**src/rtl/i2c_slave_regfile_pkg.sv**
```systemverilog
// i2c_slave_regfile_pkg: FSM state encoding and default sizing for the I2C slave register file.
package i2c_regfile_pkg;

    localparam int REG_NUM_DEF = 16;
    localparam int PTR_W_DEF   = 4;

    localparam logic [2:0] ST_IDLE    = 3'd0;
    localparam logic [2:0] ST_GET_PTR = 3'd1;
    localparam logic [2:0] ST_WR_DATA = 3'd2;
    localparam logic [2:0] ST_RD_DATA = 3'd3;
    localparam logic [2:0] ST_RD_WAIT = 3'd4;

    function automatic logic is_rd_state(input logic [2:0] s);
        return (s == ST_RD_DATA) || (s == ST_RD_WAIT);
    endfunction

endpackage

```
**src/rtl/i2c_slave_regfile_if.sv**
```systemverilog
// i2c_slave_regfile_if: byte-level I2C slave handshake, status and local host port of the register file.
interface i2c_slave_regfile_if import i2c_regfile_pkg::*; #(
    parameter int PTR_W = PTR_W_DEF
);
    logic             en;
    logic             rd_reg_full;
    logic [7:0]       byte_rd;
    logic             rd_clr;
    logic             wr_reg_empty;
    logic [7:0]       byte_wr;
    logic             wr_rdy;
    logic             addr_match;
    logic             trans_dir;
    logic             trans_stop;
    logic             bus_err;
    logic [PTR_W-1:0] host_addr;
    logic [7:0]       host_wdata;
    logic             host_we;
    logic [7:0]       host_rdata;
    logic             wr_evt;
    logic [PTR_W-1:0] wr_evt_addr;
    logic [PTR_W-1:0] ptr;

    modport slave (
        input  en, rd_reg_full, byte_rd, wr_reg_empty, addr_match, trans_dir, trans_stop, bus_err,
        input  host_addr, host_wdata, host_we,
        output rd_clr, byte_wr, wr_rdy, host_rdata, wr_evt, wr_evt_addr, ptr
    );

    modport master (
        output en, rd_reg_full, byte_rd, wr_reg_empty, addr_match, trans_dir, trans_stop, bus_err,
        output host_addr, host_wdata, host_we,
        input  rd_clr, byte_wr, wr_rdy, host_rdata, wr_evt, wr_evt_addr, ptr
    );

endinterface

```
**src/rtl/i2c_slave_regfile.sv**
```systemverilog
// i2c_slave_regfile: register file behind a byte-level I2C slave; first written byte sets the pointer,
// later bytes write/read consecutive registers with auto-increment, plus a local host port.
module i2c_slave_regfile import i2c_regfile_pkg::*; #(
    parameter int REG_NUM = REG_NUM_DEF,
    parameter int PTR_W   = PTR_W_DEF
) (
    input logic          clk,
    input logic          rst,
    i2c_slave_regfile_if.slave bus
);

    logic [2:0]       r_state;
    logic [2:0]       w_next;
    logic [PTR_W-1:0] r_ptr;
    logic [PTR_W-1:0] r_wr_evt_addr;
    logic [7:0]       r_regs [REG_NUM];
    logic [7:0]       r_byte_wr;
    logic [7:0]       r_host_rdata;
    logic             r_am_d;
    logic             r_rd_clr;
    logic             r_wr_rdy;
    logic             r_wr_evt;
    logic             w_start;
    logic             w_stop;
    logic             w_busy;
    logic             w_take;
    logic             w_set_ptr;
    logic             w_wr;
    logic             w_send;
    logic             w_ret;

    // w_take is the only source of rd_clr; masking with r_rd_clr skips the slave's release cycle
    always_comb begin
        w_start   = r_am_d & ~bus.addr_match;
        w_stop    = bus.trans_stop | bus.bus_err;
        w_busy    = ~bus.en | w_stop | w_start;
        w_take    = ~w_busy & bus.rd_reg_full & ~r_rd_clr;
        w_set_ptr = w_take & (r_state == ST_GET_PTR);
        w_wr      = w_take & (r_state == ST_WR_DATA);
        w_send    = ~w_busy & bus.wr_reg_empty & (r_state == ST_RD_DATA);
        w_ret     = bus.en & w_stop & ~bus.wr_reg_empty & is_rd_state(r_state);
        w_next    = (~bus.en | w_stop)       ? ST_IDLE :
                    w_start                  ? (bus.trans_dir ? ST_RD_DATA : ST_GET_PTR) :
                    w_set_ptr                ? ST_WR_DATA :
                    w_send                   ? ST_RD_WAIT :
                    (r_state == ST_RD_WAIT)  ? ST_RD_DATA : r_state;
    end

    always_ff @(posedge clk or posedge rst) begin
        if (rst) begin
            r_state       <= ST_IDLE;
            r_ptr         <= '0;
            r_wr_evt_addr <= '0;
            r_byte_wr     <= '0;
            r_host_rdata  <= '0;
            r_am_d        <= 1'b0;
            r_rd_clr      <= 1'b0;
            r_wr_rdy      <= 1'b0;
            r_wr_evt      <= 1'b0;
            for (int i = 0; i < REG_NUM; i++)
                r_regs[i] <= '0;
        end else begin
            r_state      <= w_next;
            r_am_d       <= bus.addr_match;
            r_rd_clr     <= w_take;
            r_wr_rdy     <= w_send;
            r_wr_evt     <= w_wr;
            r_host_rdata <= r_regs[bus.host_addr];
            // the I2C write is issued last so it wins a same-index collision with the host
            if (bus.host_we)
                r_regs[bus.host_addr] <= bus.host_wdata;
            if (w_wr) begin
                r_regs[r_ptr] <= bus.byte_rd;
                r_wr_evt_addr <= r_ptr;
            end
            if (w_send)
                r_byte_wr <= r_regs[r_ptr];
            r_ptr <= w_set_ptr       ? bus.byte_rd[PTR_W-1:0] :
                     (w_wr | w_send) ? r_ptr + 1'b1 :
                     w_ret           ? r_ptr - 1'b1 : r_ptr;
        end
    end

    assign bus.rd_clr      = r_rd_clr;
    assign bus.wr_rdy      = r_wr_rdy;
    assign bus.wr_evt      = r_wr_evt;
    assign bus.byte_wr     = r_byte_wr;
    assign bus.host_rdata  = r_host_rdata;
    assign bus.wr_evt_addr = r_wr_evt_addr;
    assign bus.ptr         = r_ptr;

endmodule

```
**src/flat_wrapper.sv**
```systemverilog
// flat-port wrapper written by rule: the top's interface ports become plain ports
module i2c_slave_regfile_flat import i2c_regfile_pkg::*;
#(
    parameter int REG_NUM = REG_NUM_DEF,
    parameter int PTR_W   = PTR_W_DEF
)
  (clk, rst, bus_en, bus_rd_reg_full, bus_byte_rd, bus_wr_reg_empty, bus_addr_match, bus_trans_dir, bus_trans_stop, bus_bus_err, bus_host_addr, bus_host_wdata, bus_host_we, bus_rd_clr, bus_byte_wr, bus_wr_rdy, bus_host_rdata, bus_wr_evt, bus_wr_evt_addr, bus_ptr);
  i2c_slave_regfile_if #(.PTR_W(PTR_W)) bus_i ();
  input logic clk;
  input logic rst;
  input wire logic [$bits(bus_i.en)-1:0] bus_en;
  input wire logic [$bits(bus_i.rd_reg_full)-1:0] bus_rd_reg_full;
  input wire logic [$bits(bus_i.byte_rd)-1:0] bus_byte_rd;
  input wire logic [$bits(bus_i.wr_reg_empty)-1:0] bus_wr_reg_empty;
  input wire logic [$bits(bus_i.addr_match)-1:0] bus_addr_match;
  input wire logic [$bits(bus_i.trans_dir)-1:0] bus_trans_dir;
  input wire logic [$bits(bus_i.trans_stop)-1:0] bus_trans_stop;
  input wire logic [$bits(bus_i.bus_err)-1:0] bus_bus_err;
  input wire logic [$bits(bus_i.host_addr)-1:0] bus_host_addr;
  input wire logic [$bits(bus_i.host_wdata)-1:0] bus_host_wdata;
  input wire logic [$bits(bus_i.host_we)-1:0] bus_host_we;
  output wire logic [$bits(bus_i.rd_clr)-1:0] bus_rd_clr;
  output wire logic [$bits(bus_i.byte_wr)-1:0] bus_byte_wr;
  output wire logic [$bits(bus_i.wr_rdy)-1:0] bus_wr_rdy;
  output wire logic [$bits(bus_i.host_rdata)-1:0] bus_host_rdata;
  output wire logic [$bits(bus_i.wr_evt)-1:0] bus_wr_evt;
  output wire logic [$bits(bus_i.wr_evt_addr)-1:0] bus_wr_evt_addr;
  output wire logic [$bits(bus_i.ptr)-1:0] bus_ptr;
  assign bus_i.en = bus_en;
  assign bus_i.rd_reg_full = bus_rd_reg_full;
  assign bus_i.byte_rd = bus_byte_rd;
  assign bus_i.wr_reg_empty = bus_wr_reg_empty;
  assign bus_i.addr_match = bus_addr_match;
  assign bus_i.trans_dir = bus_trans_dir;
  assign bus_i.trans_stop = bus_trans_stop;
  assign bus_i.bus_err = bus_bus_err;
  assign bus_i.host_addr = bus_host_addr;
  assign bus_i.host_wdata = bus_host_wdata;
  assign bus_i.host_we = bus_host_we;
  assign bus_rd_clr = bus_i.rd_clr;
  assign bus_byte_wr = bus_i.byte_wr;
  assign bus_wr_rdy = bus_i.wr_rdy;
  assign bus_host_rdata = bus_i.host_rdata;
  assign bus_wr_evt = bus_i.wr_evt;
  assign bus_wr_evt_addr = bus_i.wr_evt_addr;
  assign bus_ptr = bus_i.ptr;
  i2c_slave_regfile #(.REG_NUM(REG_NUM), .PTR_W(PTR_W)) u_core (.clk(clk), .rst(rst), .bus(bus_i));
endmodule
```
**config.mk**
```make
export PLATFORM = sky130hd
export DESIGN_NAME = i2c_slave_regfile_flat
export DESIGN_NICKNAME = d
export VERILOG_FILES = /design/src/rtl/i2c_slave_regfile_pkg.sv /design/src/rtl/i2c_slave_regfile_if.sv /design/src/rtl/i2c_slave_regfile.sv /design/src/flat_wrapper.sv
export SDC_FILE = /design/constraint.sdc
export NUM_CORES = 1
export LEC_CHECK = 0
export ABC_AREA = 1
export CAP_MARGIN = 10
export CORE_MARGIN = 2
export CORE_UTILIZATION = 47
export CTS_CLUSTER_DIAMETER = 60
export DETAILED_ROUTE_END_ITERATION = 8
export PLACE_DENSITY_LB_ADDON = 0.25
export SYNTH_ARGS = -nofsm -noshare
export SYNTH_HDL_FRONTEND = slang
export SYNTH_SLANG_ARGS = --single-unit
export TNS_END_PERCENT = 50
```
**constraint.sdc**
```tcl
create_clock -name clk -period 7.4 [get_ports clk]
set_input_delay 1.48 -clock clk [delete_from_list [all_inputs] [get_ports clk]]
set_output_delay 1.48 -clock clk [all_outputs]
set_load 0.01 [all_outputs]
```
# After elaboration in Yosys (flattened, before gate mapping)
# Cells that the tools add are included.
totals:
  in_bits: 30
  wordCells: 84
  register_bits: 159
  out_inout_bits: 27
classes:
  add_sub_neg: 2
  n_mux: 23
  n_reduce_logical: 5
  n_bitwise: 21
  eq_ne: 4
  order_cmp: 4
ops:
  columns: ["op", "count"]
  rows:
  - ["$bwmux W128", 2]
  - ["$mux W128", 2]
  - ["$bmux W8 S4", 2]
  - ["$demux W8 S4", 2]
  - ["$mux W8", 6]
  - ["$mux W3", 5]
  - ["$mux W4", 3]
  - ["$and A1 B1 Y1", 10]
  - ["$ge A5 B5 Y1 const B", 2]
  - ["$lt A5 B1 Y1 const B", 2]
  - ["$not A4 Y5", 2]
  - ["$eq A3 B2 Y1 const B", 2]
  - ["$not A1 Y1", 5]
  - ["$reduce_bool A5 Y1", 1]
  - ["$add A4 B1 Y4 const B", 1]
  - ["$or A1 B1 Y1", 4]
  - ["$sub A4 B1 Y4 const B", 1]
  - ["$eq A3 B1 Y1 const B", 1]
  - ["$eq A3 B3 Y1 const B", 1]
  - ["$reduce_bool A3 Y1", 1]
  - ["$logic_and A1 B1 Y1", 2]
  - ["$mux W2", 1]
  - ["$logic_or A1 B1 Y1", 1]

# Logic depth before layout (Yosys ltp)
logic_depth:
  depth_word: 10
  depth_mapped: 15
  mapped_depth_nobuf: 15

# Worst setup path before layout
# No wires, ideal clock.
synth_path:
  path_type: "input port to flip-flop"
  from: "in bus_addr_match"
  to: "reg u_core.r_ptr[2] (netlist: u_core.bus.ptr[2])"
  path_stages: 12
  setup_time_ns: 0.116
  arrival_ns: 2.945
  path_buffers: 0
  slack_ns: 4.338
  required_ns: 7.284
  cell_sequence: "nor2_1 > nor2_4 > nand2_1 > nand2_1 > xor2_1 > ha_1 > nor2_1 > nand3_1 > nand3_1 > nand3_1 > nand2_1 > nand2_1"
synth_via:
  elab_chain_cells: 10
  word_cells_on_any_way: 14
  classes_between: "2 x mux; 11 x bitwise; 1 x reduce/logical"
synth_rtl:
  columns: ["item", "line", "source"]
  rows:
  - ["start, declared", "flat_wrapper.sv:15", "input wire logic [$bits(bus_i.addr_match)-1:0] bus_addr_match;"]
  - ["$not A1 Y1 (*)", "i2c_slave_regfile.sv:34", "w_start = r_am_d & ~bus.addr_match;"]
  - ["$and A1 B1 Y1 (*)", "i2c_slave_regfile.sv:34", null]
  - ["$or A1 B1 Y1 (*)", "i2c_slave_regfile.sv:36", "w_busy = ~bus.en | w_stop | w_start;"]
  - ["$not A1 Y1 (*)", "i2c_slave_regfile.sv:37, i2c_slave_regfile.sv:40", null]
  - ["$and A1 B1 Y1 (2 in series)", "i2c_slave_regfile.sv:37", "w_take = ~w_busy & bus.rd_reg_full & ~r_rd_clr;"]
  - ["$and A1 B1 Y1", "i2c_slave_regfile.sv:39", "w_wr = w_take & (r_state == ST_WR_DATA);"]
  - ["$or A1 B1 Y1", "i2c_slave_regfile.sv:79", "(w_wr | w_send) ? r_ptr + 1'b1 :"]
  - ["$mux W4", "i2c_slave_regfile.sv:79", null]
  - ["$mux W4", "i2c_slave_regfile.sv:78", "r_ptr <= w_set_ptr ? bus.byte_rd[PTR_W-1:0] :"]
  - ["end signal, assigned", "i2c_slave_regfile.sv:78", null]
  - ["end, declared", "i2c_slave_regfile.sv:14", "logic [PTR_W-1:0] r_ptr;"]
# Every way passes the cells marked *; elsewhere a longest branch is shown, timed or not.
# A chain may end at the register's enable or synchronous reset.

# Worst setup path after layout
layout_path:
  from: "in bus_host_addr[0]"
  to: "reg u_core.r_regs[49] in the netlist's numbering"
layout_via:
  elab_chain_cells: 9
  word_cells_on_any_way: 10
  classes_between: "2 x order compare; 6 x mux; 1 x bitwise; 1 x reduce/logical"
layout_rtl:
  columns: ["item", "line", "source"]
  rows:
  - ["start, declared", "flat_wrapper.sv:19", "input wire logic [$bits(bus_i.host_addr)-1:0] bus_host_addr;"]
  - ["$not A4 Y5 (not written as such) (*)", "i2c_slave_regfile.sv:71", "r_regs[bus.host_addr] <= bus.host_wdata;"]
  - ["$ge A5 B5 Y1 (not written as such) or $lt A5 B1 Y1 (tied branches)", "i2c_slave_regfile.sv:71", null]
  - ["$logic_and A1 B1 Y1 (not written as such)", "i2c_slave_regfile.sv:71", null]
  - ["$mux W8 (not written as such)", "i2c_slave_regfile.sv:71", null]
  - ["$demux W8 S4 (*)", "i2c_slave_regfile.sv:71", null]
  - ["$bwmux W128 (*)", "i2c_slave_regfile.sv:71", null]
  - ["$mux W128 (*)", "i2c_slave_regfile.sv:70", "if (bus.host_we)"]
  - ["$bwmux W128", "i2c_slave_regfile.sv:73", "r_regs[r_ptr] <= bus.byte_rd;"]
  - ["$mux W128 (*)", "i2c_slave_regfile.sv:72", "if (w_wr) begin"]
  - ["end signal, assigned by index", "i2c_slave_regfile.sv:71", null]
  - ["end signal, assigned by index", "i2c_slave_regfile.sv:73", null]
  - ["end, declared", "i2c_slave_regfile.sv:16", "logic [7:0] r_regs [REG_NUM];"]
# Marks and branches as above.

==> flow_metrics.tcl <==
set metrics [dict create \
    die_h_um 143 \
    hpwl_mm 22.7 \
    drive_gt1_share_pct 3.80 \
    fin_skew_ns 0.0130 \
    critical-path-max-stage-delay_ns 0.74 \
    ir_drop_mv 0.179 \
    multiInputGateArea_um2 4420 \
    track_usage_pct 34.5 \
    syn_area_um2 9140 \
    rr_startpoint "u_core.bus.ptr[1]" \
    stdcell_area_um2 10400 \
    power_density_nw_per_um2 276 \
    path_class "in2reg" \
    cpMostUsedCell "nor2_1" \
    synth_fp_nets 1327 \
    slew_headroom_pct 21.2 \
    max-cap-violations 0 \
    nFillCells 1813 \
    cts_root_buffer "clkbuf_16" \
    power_leakage_uw 0.00478 \
    async_flop_share_pct 100 \
    diodes 0 \
    synthDistinctLibCells 29 \
    regArea_um2 3980 \
    syn_avg_cell_area_um2 7.05 \
    portBuffers 56 \
    path_clk_slew_ns 0.06 \
    grt_pass1_vias 8898 \
    dpl.cell_count 1547 \
    min_to "u_core.bus.wr_evt_addr[1]" \
    cts_made_buffers 17 \
    placed_cell_area_um2 9810 \
    setup_viol 0 \
    syn_inst 1296 \
    worstRegToRegCells 7 \
    ys_ff_latch 159 \
    finalHoldViolCount 0 \
    yosys_most_used_dff "dfrtp_1" \
    post_cts_buffers 0 \
    critPathCaptureType "register" \
    ys_seq_area_share_pct 43.6 \
    finalMaxSlewViolations 0 \
    hp-start "u_core.bus.wr_evt_addr[1]" \
    drt-initial-drc-count 1563 \
    ant_nets 0 \
    pin_count 57 \
    wirelength_mm 34.2 \
    detail_route.drc_violations 0 \
    die-width_um 143 \
    gp_congestion 0.995 \
    core-area_um2 18900 \
    overflow 0 \
    floorplan.initialDensity_pct 48.4 \
    ctsHoldBuffers 0 \
    hp-class "reg2reg" \
    holdPathStages 2 \
    first_pass_iters 7 \
    cts_tree "built" \
    clock_path_buffers 2 \
    row_count 50 \
    cp_max_fo 22 \
    fin_cells 1577 \
    final.setup.tns_ns 0 \
    rsz0062_at_grt "false" \
    drt-vias-per-instance 6.03 \
    arrival_ns 5.21 \
    grt_max_degree 92 \
    worst_pin_slew_ns 1.18 \
    period_needed_ns 4.92 \
    grt_pass1_wl_mm 52.9 \
    required_ns 7.69 \
    pre_cts_slack_ns 2.30 \
    yosys_warnings 0 \
    r2r_end "u_core.r_regs[61]" \
    ctsHtreeMaxLevel 4 \
    synth-edff-count 0 \
    cts.sinks 159 \
    die_area_um2 20600 \
    area_delta_synth_final_pct 13.9 \
    fin_ws_ns 2.48 \
    antenna_found_initial 0 \
    final_nets 1337 \
    slowest_stage "clkdlybuf4s50_1" \
    cts_resized 0 \
    fmaxAchievable_ghz 0.203 \
    setup.worst_path.start_class "input pin" \
    crit_chain "clkdlybuf4s50_1 -> inv_1 -> nor2_1 -> inv_1 -> nor2_1 -> inv_2 -> nor2_1 -> o21ai_0 -> nand2_1 -> o21ai_1" \
    outcome "completed" \
    avgRoutedWirePerCell_um 21.7 \
    rrSetupSlack_ns 4.74 \
    post-route-period-util_pct 66.5 \
    vias 9512 \
    clk_latency_ns 0.44 \
]
## synth_stat cells (2+ instances only)
cell type	number	share of area [%]
dfrtp_1	159	44
nand2_1	424	17
nand3_1	30	1.6
a21oi_1	4	0.22
o21ai_1	45	2.5
o22ai_1	30	2.1
a22oi_1	33	2.7
nand4_1	9	0.62
a22o_1	9	0.86
buf_2	14	0.77
inv_2	2	0.082
nor3_2	2	0.22
clkinv_1	2	0.082
o211ai_1	3	0.25
o21ai_0	268	15
o221ai_1	11	1.1
inv_1	116	4.8
a31oi_1	3	0.21
clkbuf_1	58	2.4
o2111ai_1	8	0.77
buf_1	2	0.082
nor2_1	57	2.3
## through the flow
step,utilization (%),total power (uW),hold WS (ns)
6_report,55.1,2870,0.492
5_1_grt,55.1,3010,0.523
4_1_cts,55.1,2840,0.497
3_5_place_dp,51.9,1930,0.479
3_3_place_gp,51.9,1910,0.472
2_1_floorplan,-,1650,0.485
## layout by cell type (no fill, tap or decap), types with 3 or more instances in the layout
cell,instances
nand2_1,424
o21ai_0,268
dfrtp_1,159
inv_1,115
clkdlybuf4s50_1,56
nor2_1,54
o21ai_1,45
a22oi_1,33
nand3_1,30
o22ai_1,30
clkbuf_16,17
o221ai_1,11
nand4_1,9
a22o_1,9
buf_4,9
o2111ai_1,8
nor2_2,4
a21oi_1,4
a31oi_1,3
o211ai_1,3
clkinvlp_4,3
clkinv_2,3
bufinv_16,3
clkbuf_8,3
## kinds of logic (layout without fill, tap and decap cells)
group | count (synthesis) | after routing | synth area share, %
xor+xnor | 1 | 1 | 0.0959
fa+ha+maj | 1 | 1 | 0.137
flops | 159 | 159 | 43.6
compound gates | 415 | 415 | 25.4
buf+inv | 194 | 215 | 8.16
simple gates | 526 | 526 | 22.7
## critical path, delay by kind of cell
family	cells	cell delay, ns
AO/OA/AOI/OAI	2	0.28
buffers and inverters	4	1.58
AND/OR/NAND/NOR	4	1.86
## state kept, by name, summed over array words and instances, names as in the netlist
| signal | flops |
|---|---|
| u_core.bus.host_rdata | 8 |
| u_core.bus.wr_rdy | 1 |
| u_core.bus.ptr | 4 |
| u_core.bus.rd_clr | 1 |
| u_core.r_am_d | 1 |
| u_core.bus.wr_evt | 1 |
| u_core.r_regs | 128 |
| u_core.r_state | 3 |
| u_core.bus.wr_evt_addr | 4 |
| u_core.bus.byte_wr | 8 |
## how the worst max path moves through the flow
| stage | startpoint | slack [ns] | to | cells past startpoint |
|---|---|---|---|---|
| after floorplan | rst | 1.63 | u_core.bus.byte_wr[0] | 1 |
| after global placement | bus_host_addr[0] | 2.51 | u_core.r_regs[51] | 10 |
| after detailed placement | bus_host_addr[0] | 2.30 | u_core.r_regs[49] | 10 |
| after CTS | bus_host_addr[0] | 2.71 | u_core.r_regs[49] | 10 |
| after global routing | bus_host_addr[0] | 2.21 | u_core.r_regs[48] | 10 |
| final | bus_host_addr[0] | 2.48 | u_core.r_regs[49] | 10 |
## layout make-up
| cell class | instances | area share, % |
|---|---|---|
| Clock buffer | 20 | 4.48 |
| Clock inverter | 10 | 1.31 |
| Inverter | 120 | 4.38 |
| Multi-Input combinational cell | 943 | 42.4 |
| Sequential cell | 159 | 38.2 |
| Tap cell | 260 | 3.13 |
| Timing Repair Buffer | 65 | 6.03 |
## power breakdown
| part | switching, uW | internal, uW |
|---|---|---|
| logic | 493 | 280 |
| registers | 139 | 1040 |
| clock network | 371 | 553 |
## per-layer routing
layer  wire length, um  track usage (%)
met1             13900             48.3
met2             14900             51.9
met3              3740             7.50
met4              1620             14.3
met5                 0                0
Note: power is estimated with default switching activity, not from simulation.
==> RTL edit (same settings) <==
Reset style: synchronous (`rst`), changed in one clocked block.
--- a/src/rtl/i2c_slave_regfile.sv
+++ b/src/rtl/i2c_slave_regfile.sv
@@ -48,3 +48,3 @@
 
-    always_ff @(posedge clk or posedge rst) begin
+    always_ff @(posedge clk) begin
         if (rst) begin
Behaviour: differs if rst is asserted again (counterexample within 4 cycles, from zero or initial values and one cycle with rst high); with rst held inactive, the same outputs for 4 cycles.
==> RTL edit against the unedited design <==
Synthesized cell count shrank 23%. Register-to-register slack better by 0.13 ns. Global-route usage fell by 4.6 points. Critical path depth down 1. Area after synthesis is 0.19% lower. Sequential cell count unchanged. Cell area is 1.8% lower. Via count decreased by 15%. Routed wire length down 12%. Setup slack improved by 0.54 ns. Sequential share of layout area up 5.4 points. Critical path type unchanged.
Power is not compared: it rests on default switching activity, and its combinational part moved more than twofold at a synthesized area within 25%.
==> RTL edit: results (changes against the unedited design) <==
- H-tree levels: 4 (unchanged)
- R2r endpoint: u_core.r_regs[12][7]$_DFFE_PP_
- Syn. warnings: 0 (unchanged)
- Post-synth EDFFs: 128 (+128)
- Vias in the first global route: 7,339 (-18%)
- CP endpoint: u_core.r_regs[14][1]$_DFFE_PP_
- Placed Cells: 1,243 (-20%)
- CTS buffer count: 17 (unchanged)
- Initial antenna violation count: 0 (unchanged)
- NumNets Final: 1,035 (-23%)
- Reg2Reg Depth: 7 (unchanged)
- R2R Path Start: u_core.r_state[2]$_SDFFE_PP0P_
- Filler Cell Count: 1,734 (-4.4%)
- Syn nets: 1,025 (-23%)
- Delay-heaviest family, CP: buffers and inverters
- Via count: 8,123 (-15%)
- Port Buffers: 56 (unchanged)
- CP max stage cell: clkdlybuf4s50_1
- Routed wire length: 29,900 um (-12%)
- Mean Syn Cell Area: 9.19 um2 (+30%)
- Finished Layout Cells: 1,275 (-19%)
- Arrival time of the worst setup path: 4.48 ns (-0.73 ns)
- Post-cts resize count: 0 (unchanged)
- Ant. Diodes: 0 (unchanged)
- Most flops, register: u_core.r_regs
- Post-DP HPWL: 19,300 um (-15%)
- 1st-pass router iterations: 6 (-1)
- DRT iter0 DRCs: 1,453 (-7.0%)
- LEAKAGE: 3.63 nW
- R2R Setup Slk: 4.87 ns (+0.13 ns)
- Worst clock skew: 0.00709 ns (-0.00595 ns)
- Fin crit share: 0.591 (-0.0736)
- CTS Buffer Depth: 2 (unchanged)
- Hold Buf Count CTS: 0 (unchanged)
- Worst path max stage delay: 0.86 ns (+0.12 ns)
- Hold Path Class: register to register
- Library cells used by synthesis: 35 (+21%)
- VDD IR max: 0.142 mV
- Run status: finished clean
- Post-place setup slack: 2.77 ns (+0.477 ns)
- GRT Overall Usage: 0.299 (-0.0458)
- Postcts setup bufs: 0 (unchanged)
- GRT overflow: 0 (unchanged)
- Primary FF master, synth: edfxtp_1
- GPL Wtd Cong: 0.946 (-5.0%)
- Root Driver: clkbuf_16
- Clk_lat worst skew: 0.44 ns (about the same)
- Maximum number of pins on one net before global-route repair: 37 (-60%)
- Fraction of registers with async set/reset: 0 (-1.00)
- Crit path launch: rst
- Max reg flops: 128 (unchanged)
- Post-synth top cells: 168 x nand2_1, 138 x nand3_1, 128 x edfxtp_1
- Sequential area share after synthesis: 0.490 (+0.0541)
- Clock transition at path regs: 0.06 ns (about the same)
- First-pass GRT wire length: 44,400 um (-16%)
- CP Max Fanout: 34 (+55%)
- Layout cells sized above 1: 0.104 (+0.0665)
- Slew @ Worst Pin: 1.19 ns (+0.0178 ns)
- Main area contributors after synthesis: edfxtp_1 42%, a22oi_1 9.3%, nand3_1 7.6%, nand2_1 6.9%, dfxtp_1 6.8%
RTL edit: area by class of cell:
class                   count  area (um2)  share of cell area
flip-flops and latches    159        4460               0.437
multi-input cells         716        4040               0.395
repair buffers             64         621              0.0607
clock buffers              22         507              0.0496
well taps                 260         325              0.0318
inverters                  44         168              0.0164
clock inverters            10        96.3             0.00942
RTL edit: cell families after synthesis:
logic type / after synthesis / synth area share
adder cells (fa/ha/maj): 3 / 0.00494
flip-flops: 159 / 0.490
XOR/XNOR: 1 / 0.000961
AO/OA/AOI/OAI: 289 / 0.200
buffers and inverters: 117 / 0.0677
AND/OR/NAND/NOR: 423 / 0.236
RTL edit: where the power goes:
group | internal [mW] | leakage (nW) | total, mW | switching (mW)
registers | 1.01 | 1.49 | 1.04 | 0.0305
logic | 0.0569 | 1.84 | 0.190 | 0.133
clock network | 0.524 | 0.298 | 0.903 | 0.379
RTL edit: per-layer routing:
metal,share of wire,up-vias,routed length (um),track usage
met5,0,-,0,0
met4,0.049,0,1480,0.151
met3,0.13,118,3780,0.0687
met2,0.44,636,13000,0.446
met1,0.39,3708,11700,0.410
li1,-,3661,-,-
RTL edit: worst min-delay path by stage:
stage / cells past startpoint / startpoint / endpoint / slack (ns)
floorplan: 2 / u_core.r_state[2]$_SDFFE_PP0P_ / u_core.r_state[2]$_SDFFE_PP0P_ / 0.47
global placement: 2 / u_core.r_state[2]$_SDFFE_PP0P_ / u_core.r_state[2]$_SDFFE_PP0P_ / 0.50
detailed placement: 2 / u_core.r_state[2]$_SDFFE_PP0P_ / u_core.r_state[2]$_SDFFE_PP0P_ / 0.50
CTS: 2 / u_core.r_state[2]$_SDFFE_PP0P_ / u_core.r_state[2]$_SDFFE_PP0P_ / 0.51
global route: 2 / u_core.r_state[2]$_SDFFE_PP0P_ / u_core.r_state[2]$_SDFFE_PP0P_ / 0.53
finish: 2 / u_core.r_state[2]$_SDFFE_PP0P_ / u_core.r_state[2]$_SDFFE_PP0P_ / 0.52
RTL edit: metrics by stage:
stage | instance area [um2] | hold slack [ns]
finish | 10200 | 0.518
global route | 10200 | 0.530
CTS | 10200 | 0.512
detailed placement | 9620 | 0.504
global placement | 9620 | 0.498
floorplan | 9120 | 0.474
RTL edit: worst reg2reg max path, cell delays in order, from the launching register on:
cell      delay (ns)
dfxtp_1         0.35
nor3_2          0.27
nand3_4         0.16
nor2_8          0.45
inv_4           0.16
nor2_4          0.15
nand2_2         0.23
nand3b_1        0.42
